### config.mk
export PLATFORM = sky130hd
export DESIGN_NAME = updown_mod_counter
export DESIGN_NICKNAME = d
export VERILOG_FILES = /design/src/rtl/updown_mod_counter_pkg.sv /design/src/rtl/updown_mod_counter_step.sv /design/src/rtl/updown_mod_counter.sv
export SDC_FILE = /design/constraint.sdc
export NUM_CORES = 1
export LEC_CHECK = 0
export BUFFER_PORTS_ARGS = -buffer_cell sky130_fd_sc_hd__buf_2
export CORE_AREA = 2 2 39 41
export CTS_BUF_LIST = sky130_fd_sc_hd__clkbuf_16
export CTS_CLUSTER_DIAMETER = 60
export CTS_CLUSTER_SIZE = 28
export DETAILED_ROUTE_END_ITERATION = 16
export DIE_AREA = 0 0 41 43
export PLACE_DENSITY = 0.74
export SLEW_MARGIN = 15
export SYNTH_ARGS = -nofsm -noshare
export SYNTH_HDL_FRONTEND = slang
export SYNTH_SLANG_ARGS = --single-unit
### constraint.sdc
create_clock -name clk -period 1.99 [get_ports clk]
set_input_delay 0.2985 -clock clk [delete_from_list [all_inputs] [get_ports clk]]
set_output_delay 0.2985 -clock clk [all_outputs]
set_load 0.02 [all_outputs]
### src/rtl/updown_mod_counter_pkg.sv
// Shared constants and action encoding for the up/down modulo counter.
// The action helper keeps the reset > load > count > hold priority in one place.
package updown_mod_counter_pkg;

  localparam int DEFAULT_WIDTH   = 4;
  localparam int DEFAULT_MAX_VAL = 9;

  typedef enum logic [1:0] {
    ACT_RESET = 2'd0,
    ACT_LOAD  = 2'd1,
    ACT_COUNT = 2'd2,
    ACT_HOLD  = 2'd3
  } action_e;

  function automatic action_e select_action(input logic reset, input logic load,
                                            input logic en);
    if (reset)     return ACT_RESET;
    else if (load) return ACT_LOAD;
    else if (en)   return ACT_COUNT;
    else           return ACT_HOLD;
  endfunction

endpackage

### src/rtl/updown_mod_counter_step.sv
// Combinational step logic: next count value, wrap detection, terminal count
// and clamped load value. Holds no state; the registers live in the top.
module counter_step
  import updown_mod_counter_pkg::*;
#(
  parameter int WIDTH   = DEFAULT_WIDTH,
  parameter int MAX_VAL = DEFAULT_MAX_VAL
) (
  input  logic [WIDTH-1:0] cur_i,
  input  logic             up_i,
  input  logic             en_i,
  input  logic             load_i,
  input  logic [WIDTH-1:0] load_val_i,
  output logic [WIDTH-1:0] count_next_o,
  output logic [WIDTH-1:0] load_next_o,
  output logic             wrap_o,
  output logic             tc_o
);

  localparam logic [WIDTH-1:0] MAX  = WIDTH'(MAX_VAL);
  localparam logic [WIDTH-1:0] ZERO = '0;
  localparam logic [WIDTH-1:0] ONE  = WIDTH'(1);

  logic atLimit;

  // A count step wraps when it would leave the 0..MAX_VAL range in the chosen direction.
  always_comb begin
    atLimit      = up_i ? (cur_i == MAX) : (cur_i == ZERO);
    count_next_o = cur_i;
    if (up_i) begin
      count_next_o = atLimit ? ZERO : (cur_i + ONE);
    end else begin
      count_next_o = atLimit ? MAX : (cur_i - ONE);
    end
    load_next_o = (load_val_i > MAX) ? MAX : load_val_i;
    wrap_o      = atLimit;
    tc_o        = en_i & ~load_i & atLimit;
  end

endmodule

### src/rtl/updown_mod_counter.sv
// Up/down modulo counter (0..MAX_VAL) with clamped parallel load, one-cycle
// wrap pulse and a sticky overflow flag. Synchronous active-high reset.
module updown_mod_counter
  import updown_mod_counter_pkg::*;
#(
  parameter int WIDTH   = DEFAULT_WIDTH,
  parameter int MAX_VAL = DEFAULT_MAX_VAL
) (
  input  logic             clk,
  input  logic             reset,
  input  logic             en,
  input  logic             up,
  input  logic             load,
  input  logic [WIDTH-1:0] load_val,
  input  logic             clr_ovf,
  output logic [WIDTH-1:0] q,
  output logic             tc,
  output logic             wrap,
  output logic             ovf
);

  // Reject widths or limits that cannot be represented by the counter.
  if (WIDTH < 2 || WIDTH > 32 || MAX_VAL < 1 ||
      longint'(MAX_VAL) > ((longint'(1) << WIDTH) - 1)) begin : gBadParams
    $error("updown_mod_counter: illegal WIDTH/MAX_VAL combination");
  end

  action_e          action;
  logic [WIDTH-1:0] cnt_q, cnt_d;
  logic             wrap_q, wrap_d;
  logic             ovf_q, ovf_d;
  logic [WIDTH-1:0] stepCur;
  logic [WIDTH-1:0] countNext;
  logic [WIDTH-1:0] loadNext;
  logic             stepWrap;
  logic             stepTc;

  // While reset is asserted tc is evaluated as if the count were already zero.
  always_comb begin
    action  = select_action(reset, load, en);
    stepCur = (action == ACT_RESET) ? '0 : cnt_q;
  end

  counter_step #(
    .WIDTH   (WIDTH),
    .MAX_VAL (MAX_VAL)
  ) u_step (
    .cur_i        (stepCur),
    .up_i         (up),
    .en_i         (en),
    .load_i       (load),
    .load_val_i   (load_val),
    .count_next_o (countNext),
    .load_next_o  (loadNext),
    .wrap_o       (stepWrap),
    .tc_o         (stepTc)
  );

  // A wrap on the same edge as clr_ovf still sets the flag: set beats clear.
  always_comb begin
    cnt_d  = cnt_q;
    wrap_d = 1'b0;
    ovf_d  = ovf_q & ~clr_ovf;
    unique case (action)
      ACT_RESET: begin
        cnt_d = '0;
        ovf_d = 1'b0;
      end
      ACT_LOAD: cnt_d = loadNext;
      ACT_COUNT: begin
        cnt_d  = countNext;
        wrap_d = stepWrap;
        ovf_d  = ovf_d | stepWrap;
      end
      ACT_HOLD: cnt_d = cnt_q;
      default: cnt_d = cnt_q;
    endcase
  end

  always_ff @(posedge clk) begin
    if (reset) begin
      cnt_q  <= '0;
      wrap_q <= 1'b0;
      ovf_q  <= 1'b0;
    end else begin
      cnt_q  <= cnt_d;
      wrap_q <= wrap_d;
      ovf_q  <= ovf_d;
    end
  end

  assign q    = cnt_q;
  assign wrap = wrap_q;
  assign ovf  = ovf_q;
  assign tc   = stepTc;

endmodule

==> impl_results.md <==
* DIE HEIGHT at roughly 43 um
* Post-route clock period utilization at 0.967
* Max-cap viol count at 0
* Max rail drop VDD at 877 uV
* Gr ovfl total at 0
* Sw Share at 0.226
* Post-Layout Cell Count at roughly 100
* Worst min path class: input pin to flip-flop
* Core area at 1380 um2
* Critical Path Source: q[0]
* Cells after Synth at around 60
* P_leak at 0.337 nW
* Flip-flop and latch area at between 100 and 150 um2
* Worst-path clk slew at ~0.030 ns
* Final min period at 1.92 ns
* Post-route DRC at 0
* DPL Wire Length at between 900 and 1000 um
* Reg2reg start: q[0]
* Pre-antenna DRT Iters at 3
* Initial antenna violation count at 0
* Slew Viols, Final at 0
* Number of port buffers at 16
* Floorplan row count at 14
* Count of final hold-check violations at 0
* Final worst hold slack at 0.401 ns
* Outcome: completed
* Multi-input gate area at ~350 um2
* GR Util All Layers at 0.140
* Tot Pwr at between 0.5 and 0.6 mW
* Power Density at 816 nW/um2
* Syn-to-layout area delta at 38.6%
* Yosys synthesis warning count at 0
* DR WL/cell at around 12 um
* Placed insts at 94
* FF+latch count, synth at 6
* Clk pwr share at 0.550
* # hold bufs at CTS at 0
* CP max FO at 3
* Sequential fraction of the synthesis area at 0.238
* Initial core utilization at 0.365
* Routed via count at 499
* Drt initial violations at 6
* # diodes at 0
* Max_slew headroom at 0.797
* Number of global-route vias before repair at between 400 and 500
* Nets@finish at 97
* Number of fill cells at ~130
* Reg power frac at 0.242
* Req. time, crit path at around 1.7 ns
* Post-layout util at 0.506
* P_sw at approximately 0.13 mW
* Combinational share of power at 0.207
* First-pass GRT wire length at about 1700 um
* Crit path launch type: flip-flop
* Maximum clock insertion buffer count at 2
* Commonest non-fill, non-tap cell in the layout: buf_2
* # H-tree levels at 1
* I/O pin cnt at 17
* Die area at 1760 um2
* Most frequent cells in the layout: 16 x buf_2, 7 x nor2_1, 6 x dfxtp_1
* Final Skew at approximately 0.0012 ns
* Routed Antenna Nets at 0
* CTS buffer count at 3
* Worst Path Arrival at around 1.6 ns
* Avg Cell Area, Syn at 8.29 um2
* Largest net degree at the start of global routing at 11
* Clock root buffer: clkbuf_16
* Placed inst area at approximately 600 um2
* Worst slew pin tran at ~0.30 ns
* DRT met1 WL at approximately 570 um
* Max layer used: met3
* Post-Syn Area at ~510 um2
* Die X at a little over 40 um
* GPL Wtd Cong at roughly 0.78
* CTS tree: yes
* Distinct cells, synth at 31
* Routed wl met3 at 26 um
* Int Pwr at ~0.44 mW
* Final Cell Area at around 700 um2
* Hold wc startpoint: clr_ovf
* Clk sinks at 6
* Fmax at ~520 MHz
* Share of layout cells above drive strength 1 at 0.354
* Final setup vio count at 0
* Setup CP Type: flip-flop to output port
* Worst skew pair latency at between 0.2 and 0.25 ns
* Post-Syn Nets at 74
* Via-to-Cell Ratio at between 5 and 6
* Worst setup EP type: output port
* Met2 wire length at around 560 um
* Final wirelength at ~1200 um
-- kinds of logic after synthesis --
kind of cell | Yosys count | synth area share
AO/OA/AOI/OAI | 13 | 0.213
XOR/XNOR | 3 | 0.0520
adder cells (fa/ha/maj) | 3 | 0.0743
buffers and inverters | 7 | 0.0693
flip-flops | 6 | 0.238
multiplexers | 1 | 0.0198
AND/OR/NAND/NOR | 28 | 0.334
-- state kept, by name, indices dropped and copies added (netlist names) --
| register | count |
|---|---|
| wrap | 1 |
| q | 4 |
| ovf | 1 |
-- routing by layer --
layer	track usage	vias to the layer above
met4	0.0133	0
met1	0.180	225
met2	0.216	9
met5	0	-
met3	0.0628	0
li1	-	265
-- metrics by stage --
stage,TNS (ns),worst slack (ns)
after floorplan,0,0.0841
after global placement,0,0.141
after detailed placement,0,0.119
after CTS,0,0.0478
after global routing,-0.0184,-0.0184
final,0,0.0658
-- path summary, 6_finish.rpt --
check / to / slack, ns / depth (start not counted)
max: tc / 0.07 / 7
min: ovf / 0.40 / 3
max reg2reg: ovf / 0.25 / 9
min reg2reg: ovf / 0.45 / 1
-- power by group through the flow --
stage | registers [mW] | clock network [mW] | logic (mW)
global placement | 0.140 | 0 | 0.111
finish | 0.139 | 0.314 | 0.119
detailed placement | 0.140 | 0 | 0.113
global route | 0.139 | 0.328 | 0.129
CTS | 0.139 | 0.320 | 0.113
floorplan | 0.149 | 0 | 0.0652
-- timing repair --
item / CTS / global route
endpoints found under the setup margin: 0 / 1
buffers inserted: 0 / 1
resized for setup: 0 / 1
-- worst max-delay path, cell delays in order, from the launching register on --
cell and delay, ns:
dfxtp_1 0.30, nand2b_1 0.09, inv_1 0.06, ha_1 0.21, and4bb_4 0.21, a221oi_2 0.29
nor2_1 0.08, buf_2 0.16
-- synthesized netlist by cell type --
library cell  instances  area (um2)
a311oi_1              1        8.76
nor2_1                7        26.3
nor3_1                4        20.0
buf_6                 1        11.3
a211oi_2              1        12.5
and4bb_4              1        16.3
inv_1                 4        15.0
nand4b_1              1        8.76
buf_2                 1        5.00
mux2i_1               1        10.0
a221o_1               1        10.0
or2_0                 1        6.26
clkbuf_1              1        3.75
and3b_1               1        8.76
a31oi_1               2        12.5
a221oi_2              1        15.0
xnor2_1               3        26.3
nor2b_1               1        6.26
and3_1                1        6.26
a21o_1                1        7.51
nand2b_1              2        12.5
nand3b_1              1        7.51
a211oi_1              2        15.0
nand3_1               2        10.0
nand2_1               3        11.3
ha_1                  3        37.5
dfxtp_1               6         120
nand2b_4              1        13.8
nor3b_1               2        15.0
a2111o_1              1        11.3
o21ai_0               3        15.0
-- layout make-up --
class,count,share of cell area
well taps,16,0.0286
clock buffers,3,0.107
flip-flops and latches,6,0.171
repair buffers,21,0.168
inverters,4,0.0214
multi-input cells,48,0.504
(Power assumes the default switching activity.)
